### config.mk
export PLATFORM = sky130hd
export DESIGN_NAME = scan_chain_driver_flat
export DESIGN_NICKNAME = d
export VERILOG_FILES = /design/src/rtl/scan_chain_driver_if.sv /design/src/rtl/scan_chain_driver.sv /design/src/flat_wrapper.sv
export SDC_FILE = /design/constraint.sdc
export NUM_CORES = 1
export LEC_CHECK = 0
export ABC_AREA = 0
export CAP_MARGIN = 5
export CELL_PAD_IN_SITES_DETAIL_PLACEMENT = 1
export CELL_PAD_IN_SITES_GLOBAL_PLACEMENT = 1
export CORE_MARGIN = 3
export CORE_UTILIZATION = 41
export CTS_CLUSTER_SIZE = 8
export DETAILED_ROUTE_END_ITERATION = 12
export GPL_ROUTABILITY_DRIVEN = 0
export PLACE_DENSITY = 0.86
export SLEW_MARGIN = 25
export SYNTH_ARGS = -nofsm -noshare
export SYNTH_HDL_FRONTEND = slang
export SYNTH_SLANG_ARGS = --single-unit
export TNS_END_PERCENT = 10
### constraint.sdc
create_clock -name CLK -period 3.3 [get_ports CLK]
set_input_delay 0.99 -clock CLK [delete_from_list [all_inputs] [get_ports CLK]]
set_output_delay 0.99 -clock CLK [all_outputs]
set_load 0.02 [all_outputs]
### src/rtl/scan_chain_driver_if.sv
`timescale 1ns/1ps
// Command/response and chain-pin bundle between the wrapper controller, the driver and the scan chain.
// Latency: none, wires only.
// Backpressure: cmd_valid/cmd_ready and rsp_valid/rsp_ready handshakes; chain pins are unflowcontrolled.
interface scan_chain_driver_if #(
    parameter int CHAIN_LEN = 8
);
    logic                 cmd_valid;
    logic                 cmd_ready;
    logic [CHAIN_LEN-1:0] cmd_pattern;
    logic                 cmd_capture;
    logic                 rsp_valid;
    logic                 rsp_ready;
    logic [CHAIN_LEN-1:0] rsp_data;
    logic                 chain_si;
    logic                 chain_so;
    logic                 se;
    logic                 busy;

    // The driver itself: owns cmd_ready, the response and the chain control pins.
    modport master (
        input  cmd_valid,
        input  cmd_pattern,
        input  cmd_capture,
        input  rsp_ready,
        input  chain_so,
        output cmd_ready,
        output rsp_valid,
        output rsp_data,
        output chain_si,
        output se,
        output busy
    );

    // The surroundings: controller issues commands, chain returns serial data.
    modport slave (
        output cmd_valid,
        output cmd_pattern,
        output cmd_capture,
        output rsp_ready,
        output chain_so,
        input  cmd_ready,
        input  rsp_valid,
        input  rsp_data,
        input  chain_si,
        input  se,
        input  busy
    );
endinterface

### src/rtl/scan_chain_driver.sv
`timescale 1ns/1ps
// Serially loads a pattern into a scan chain, optionally captures once, unloads and returns the response.
// Latency: rsp_valid 2*CHAIN_LEN+1 cycles after accept, one more with a capture cycle.
// Backpressure: one command in flight; cmd_ready low until the response is consumed, response held while rsp_ready low.
module scan_chain_driver #(
    parameter int   CHAIN_LEN = 8,
    parameter logic FILL_BIT  = 1'b0
) (
    input  logic                   CLK,
    input  logic                   CoreIN_RESET,
    scan_chain_driver_if.master    bus
);

    localparam int CNT_W = (CHAIN_LEN > 1) ? $clog2(CHAIN_LEN) : 1;
    localparam logic [CNT_W-1:0] LAST_CNT = CNT_W'(CHAIN_LEN - 1);

    typedef enum logic [2:0] {
        IDLE,
        LOAD,
        CAPTURE,
        UNLOAD,
        RESP
    } stateT;

    stateT state;
    stateT nextState;

    logic [CNT_W-1:0]     bitCnt;
    logic [CHAIN_LEN-1:0] patReg;
    logic [CHAIN_LEN-1:0] patShifted;
    logic [CHAIN_LEN-1:0] rspReg;
    logic [CHAIN_LEN-1:0] rspShifted;
    logic                 captureReg;

    logic seReg;
    logic siReg;
    logic cmdReadyReg;
    logic rspValidReg;
    logic busyReg;

    logic seNext;
    logic siNext;
    logic cmdReadyNext;
    logic rspValidNext;
    logic busyNext;

    logic lastBit;
    logic accept;

    // Every chain-facing and handshake output comes straight from a flop.
    assign bus.se        = seReg;
    assign bus.chain_si  = siReg;
    assign bus.cmd_ready = cmdReadyReg;
    assign bus.rsp_valid = rspValidReg;
    assign bus.rsp_data  = rspReg;
    assign bus.busy      = busyReg;

    assign lastBit = (bitCnt == LAST_CNT);
    assign accept  = bus.cmd_valid && cmdReadyReg;

    // Pattern moves up one place per load cycle so the next bit to send is always the MSB;
    // unloaded bits enter at the LSB so the first bit out ends up in the MSB.
    always_comb begin
        patShifted    = patReg << 1;
        rspShifted    = rspReg << 1;
        rspShifted[0] = bus.chain_so;
    end

    // State register.
    always_ff @(posedge CLK or posedge CoreIN_RESET) begin
        if (CoreIN_RESET) begin
            state <= IDLE;
        end else begin
            state <= nextState;
        end
    end

    // Next state plus the next value of each registered output.
    always_comb begin
        nextState    = state;
        seNext       = 1'b0;
        siNext       = FILL_BIT;
        cmdReadyNext = 1'b0;
        rspValidNext = 1'b0;
        case (state)
            IDLE: begin
                if (accept) begin
                    nextState = LOAD;
                    seNext    = 1'b1;
                    siNext    = bus.cmd_pattern[CHAIN_LEN-1];
                end else begin
                    cmdReadyNext = 1'b1;
                end
            end
            LOAD: begin
                if (lastBit) begin
                    nextState = captureReg ? CAPTURE : UNLOAD;
                    seNext    = !captureReg;
                end else begin
                    seNext = 1'b1;
                    siNext = patShifted[CHAIN_LEN-1];
                end
            end
            CAPTURE: begin
                nextState = UNLOAD;
                seNext    = 1'b1;
            end
            UNLOAD: begin
                if (lastBit) begin
                    nextState    = RESP;
                    rspValidNext = 1'b1;
                end else begin
                    seNext = 1'b1;
                end
            end
            RESP: begin
                if (bus.rsp_ready) begin
                    nextState    = IDLE;
                    cmdReadyNext = 1'b1;
                end else begin
                    rspValidNext = 1'b1;
                end
            end
            default: begin
                nextState = IDLE;
            end
        endcase
        busyNext = (nextState != IDLE);
    end

    // Registered control outputs; reset values appear immediately on reset assertion.
    always_ff @(posedge CLK or posedge CoreIN_RESET) begin
        if (CoreIN_RESET) begin
            seReg       <= 1'b0;
            siReg       <= FILL_BIT;
            cmdReadyReg <= 1'b0;
            rspValidReg <= 1'b0;
            busyReg     <= 1'b0;
        end else begin
            seReg       <= seNext;
            siReg       <= siNext;
            cmdReadyReg <= cmdReadyNext;
            rspValidReg <= rspValidNext;
            busyReg     <= busyNext;
        end
    end

    // Shift counter: restarts on every state change, advances through LOAD and UNLOAD only.
    always_ff @(posedge CLK or posedge CoreIN_RESET) begin
        if (CoreIN_RESET) begin
            bitCnt <= '0;
        end else if (nextState != state) begin
            bitCnt <= '0;
        end else if (state == LOAD || state == UNLOAD) begin
            bitCnt <= bitCnt + 1'b1;
        end
    end

    // Pattern latch and load shift register; the capture flag is held for the whole operation.
    always_ff @(posedge CLK or posedge CoreIN_RESET) begin
        if (CoreIN_RESET) begin
            patReg     <= '0;
            captureReg <= 1'b0;
        end else if (state == IDLE && accept) begin
            patReg     <= bus.cmd_pattern;
            captureReg <= bus.cmd_capture;
        end else if (state == LOAD) begin
            patReg <= patShifted;
        end
    end

    // Response register: collects chain_so during UNLOAD and otherwise holds its last value.
    always_ff @(posedge CLK or posedge CoreIN_RESET) begin
        if (CoreIN_RESET) begin
            rspReg <= '0;
        end else if (state == UNLOAD) begin
            rspReg <= rspShifted;
        end
    end

endmodule

### src/flat_wrapper.sv
// flat-port wrapper written by rule: the top's interface ports become plain ports
module scan_chain_driver_flat 
#(
    parameter int   CHAIN_LEN = 8,
    parameter logic FILL_BIT  = 1'b0
)
  (CLK, CoreIN_RESET, bus_cmd_valid, bus_cmd_pattern, bus_cmd_capture, bus_rsp_ready, bus_chain_so, bus_cmd_ready, bus_rsp_valid, bus_rsp_data, bus_chain_si, bus_se, bus_busy);
  scan_chain_driver_if #(.CHAIN_LEN(CHAIN_LEN)) bus_i ();
  input  logic CLK;
  input  logic CoreIN_RESET;
  input wire logic [$bits(bus_i.cmd_valid)-1:0] bus_cmd_valid;
  input wire logic [$bits(bus_i.cmd_pattern)-1:0] bus_cmd_pattern;
  input wire logic [$bits(bus_i.cmd_capture)-1:0] bus_cmd_capture;
  input wire logic [$bits(bus_i.rsp_ready)-1:0] bus_rsp_ready;
  input wire logic [$bits(bus_i.chain_so)-1:0] bus_chain_so;
  output wire logic [$bits(bus_i.cmd_ready)-1:0] bus_cmd_ready;
  output wire logic [$bits(bus_i.rsp_valid)-1:0] bus_rsp_valid;
  output wire logic [$bits(bus_i.rsp_data)-1:0] bus_rsp_data;
  output wire logic [$bits(bus_i.chain_si)-1:0] bus_chain_si;
  output wire logic [$bits(bus_i.se)-1:0] bus_se;
  output wire logic [$bits(bus_i.busy)-1:0] bus_busy;
  assign bus_i.cmd_valid = bus_cmd_valid;
  assign bus_i.cmd_pattern = bus_cmd_pattern;
  assign bus_i.cmd_capture = bus_cmd_capture;
  assign bus_i.rsp_ready = bus_rsp_ready;
  assign bus_i.chain_so = bus_chain_so;
  assign bus_cmd_ready = bus_i.cmd_ready;
  assign bus_rsp_valid = bus_i.rsp_valid;
  assign bus_rsp_data = bus_i.rsp_data;
  assign bus_chain_si = bus_i.chain_si;
  assign bus_se = bus_i.se;
  assign bus_busy = bus_i.busy;
  scan_chain_driver #(.CHAIN_LEN(CHAIN_LEN), .FILL_BIT(FILL_BIT)) u_core (.CLK(CLK), .CoreIN_RESET(CoreIN_RESET), .bus(bus_i));
endmodule
==> results.py <==
metrics = {
    "clock_network": {
        "post_cts_buffers": 0,
        "cts_inserted_buffers": 3,
        "cts_tree": "done",
        "clock_sinks": 27,
        "clk_pin_slew_ns": 0.13,
        "ctsHoldBuffers": 0,
        "clk_latency_ns": 0.32,
        "cts_buffer_depth": 2,
        "htreeDepth": 1,
        "root_buffer": "clkbuf_4",
        "cts.repair.resized": 0,
    },
    "sta": {
        "slew_headroom_pct": 69.03,
        "setup_slack_ns": 0.9710,
        "max_freq_mhz": 429.4,
        "hold_violations": 0,
        "worst_pin_slew_ns": 0.4646,
        "rsz0062_at_grt": "false",
        "period_needed_ns": 2.329,
        "drv_slew": 0,
        "post-route-period-util_pct": 70.57,
        "setup_viol": 0,
        "fin_skew_ns": 0.0009492,
        "totalNegativeSetupSlack_ns": 0,
    },
    "place": {
        "dpl_worst_slack_ns": 0.7122,
        "hpwl_um": 1828,
        "numPortBuffers": 26,
    },
    "logic_synthesis": {
        "ys_seq_area_share_pct": 56.43,
        "synthDominantCellAreaShare_pct": 56.43,
        "ys_types": 27,
        "ys_top_cells_by_area": "dfrtp_1 56%, mux2_2 8.5%, mux2i_1 5.9%, nand2_1 4.1%, ha_1 3.1%",
        "netlist_area_um2": 1197,
        "synth_area_per_cell_um2": 12.22,
        "syn_nets": 115,
        "yosysWarnings": 0,
        "netlist_instances": 98,
        "synth_seq_cells": 27,
        "synth_top_area_cell": "dfrtp_1",
    },
    "power_and_ir_drop": {
        "power_frac_comb_pct": 45.2,
        "irDropWorstVdd_v": 0.0005265,
        "power.total_w": 0.001255,
        "p_sw_w": 0.0004527,
        "pwr-share-clk_pct": 11.1,
        "powerDensity_nw_per_um2": 833.7,
        "pwr-share-seq_pct": 43.7,
        "p_leak_nw": 0.7060,
        "p_int_w": 0.0008022,
        "switching_share_pct": 36.07,
    },
    "drt": {
        "met2_length_um": 1177,
        "wirelength_um": 2371,
        "first_pass_iters": 3,
        "drc_errors": 0,
        "routed.top_layer": "met4",
        "m1WireLength_um": 1042,
        "vias": 808,
        "avgViaCountPerCell": 5.179,
        "final_antenna_net_count": 0,
        "wl_per_cell_um": 15.20,
        "drt_iter0_drc": 14,
        "wl_met3_um": 120,
    },
    "layout": {
        "fillCellCount": 272,
        "multiInputGateArea_um2": 483.0,
        "final_nets": 144,
        "most-common-layout-cells": "27 x dfrtp_1, 26 x clkdlybuf4s50_1, 13 x nand2_1",
        "layout_commonest_cell": "dfrtp_1",
        "syn_to_final_growth_pct": 25.71,
        "drive_gt1_share_pct": 12.70,
        "diodes": 0,
        "seq_area_um2": 675.6,
    },
    "run": {
        "drv_cap": 0,
    },
    "die": {
        "start_util_pct": 45.44,
        "die_y_um": 60.04,
        "core_area_um2": 2635,
        "die_w_um": 60.04,
        "rows": 18,
        "ios": 27,
        "die_area_um2": 3605,
    },
    "worst_setup_path": {
        "critPathLaunchType": "flip-flop",
        "worstPathMaxFanout": 3,
        "crit_chain": "clkdlybuf4s50_1",
        "slowest_delay_ns": 0.61,
        "end_kind": "output port",
        "cpMaxStageDelayCell": "clkdlybuf4s50_1",
        "critPathBufInv": 1,
        "arrival_ns": 1.34,
        "crit_family": "buffers and inverters",
        "critPathKind": "reg -> out",
        "worstPathRequired_ns": 2.31,
    },
    "min_path": {
        "hold_path_class": "reg -> reg",
    },
    "global_routing": {
        "grt_antenna_before_repair": 0,
        "track_usage_pct": 15.07,
        "grt_max_degree": 28,
        "grt_pass1_wl_um": 3926,
        "grt_overflow": 0,
        "grt_pass1_vias": 864,
    },
    "run_status": {
        "status": "finished clean",
    },
}
==> cells by family after synthesis <==
kind of cell / after synthesis / share of synthesized area (%)
flip-flops: 27 / 56.43
adder cells (fa/ha/maj): 3 / 3.135
AND/OR/NAND/NOR: 29 / 12.54
AO/OA/AOI/OAI: 16 / 9.614
XOR/XNOR: 1 / 0.7316
buffers and inverters: 6 / 3.239
multiplexers: 16 / 14.32
==> metal layers <==
| metal | vias up | GRT usage, % |
|---|---|---|
| met4 | 0 | 6.646 |
| met3 | 4 | 2.808 |
| li1 | 395 | - |
| met2 | 22 | 25.77 |
| met1 | 387 | 18.29 |
| met5 | - | 0 |
==> power groups by stage <==
stage / logic, W / registers [W] / clock network (W)
3_3_place_gp: 0.000548 / 0.000547 / 0
5_1_grt: 0.000620 / 0.000571 / 0.000167
4_1_cts: 0.000578 / 0.000554 / 0.000148
3_5_place_dp: 0.000576 / 0.000562 / 0
6_report: 0.000567 / 0.000549 / 0.000139
2_1_floorplan: 0.000288 / 0.000618 / 0
==> synth_stat cells <==
library cell,number
xor2_1,1
or3b_1,1
nand2b_1,2
nand2_1,13
nand2_2,1
nor3b_1,1
mux2_2,9
nor2b_1,2
a22oi_1,1
buf_6,1
a32o_1,3
a21o_1,3
mux2i_1,7
nand3b_1,1
o21a_1,1
and3b_1,1
o21ai_0,6
ha_1,3
nor4_1,1
inv_1,2
buf_2,1
nor2_1,4
a22o_1,2
and2b_4,1
and2_1,1
buf_4,2
dfrtp_1,27
==> area by class of cell <==
cell class,count,area share (%)
Inverter,2,0.4988
Clock buffer,4,1.746
Tap cell,30,2.494
Timing Repair Buffer,28,18.29
Multi-Input combinational cell,65,32.09
Sequential cell,27,44.89
==> stage by stage <==
step	util, %	std cells	hold WS, ns	instance area [µm²]
final	57.12	156	0.5058	1505
after global placement	56.13	152	0.4619	1479
after detailed placement	56.13	152	0.4740	1479
after global routing	57.12	156	0.5313	1505
after floorplan	-	98	0.4495	1197
after CTS	57.12	156	0.5109	1505
==> registers in the layout, summed over array words and instances (netlist names) <==
name	flops
u_core.bitCnt	3
u_core.bus.rsp_valid	1
u_core.bus.se	1
u_core.state	3
u_core.bus.busy	1
u_core.captureReg	1
u_core.patReg	7
u_core.bus.chain_si	1
u_core.bus.cmd_ready	1
u_core.bus.rsp_data	8
==> worst paths after layout <==
check                                  startpoint                 to  slack [ns]  cells past startpoint
max                        u_core.bus.rsp_data[3]    bus_rsp_data[3]        0.97                      1
min                              u_core.patReg[5]   u_core.patReg[5]        0.51                      1
max reg2reg                       u_core.state[1]  u_core.captureReg        1.50                      3
min reg2reg                      u_core.patReg[5]   u_core.patReg[5]        0.51                      1
max in group asynchronous            CoreIN_RESET    u_core.state[1]        2.00                      3
min in group asynchronous            CoreIN_RESET   u_core.patReg[5]        1.04                      3
Note: power is estimated with default switching activity, not from simulation.
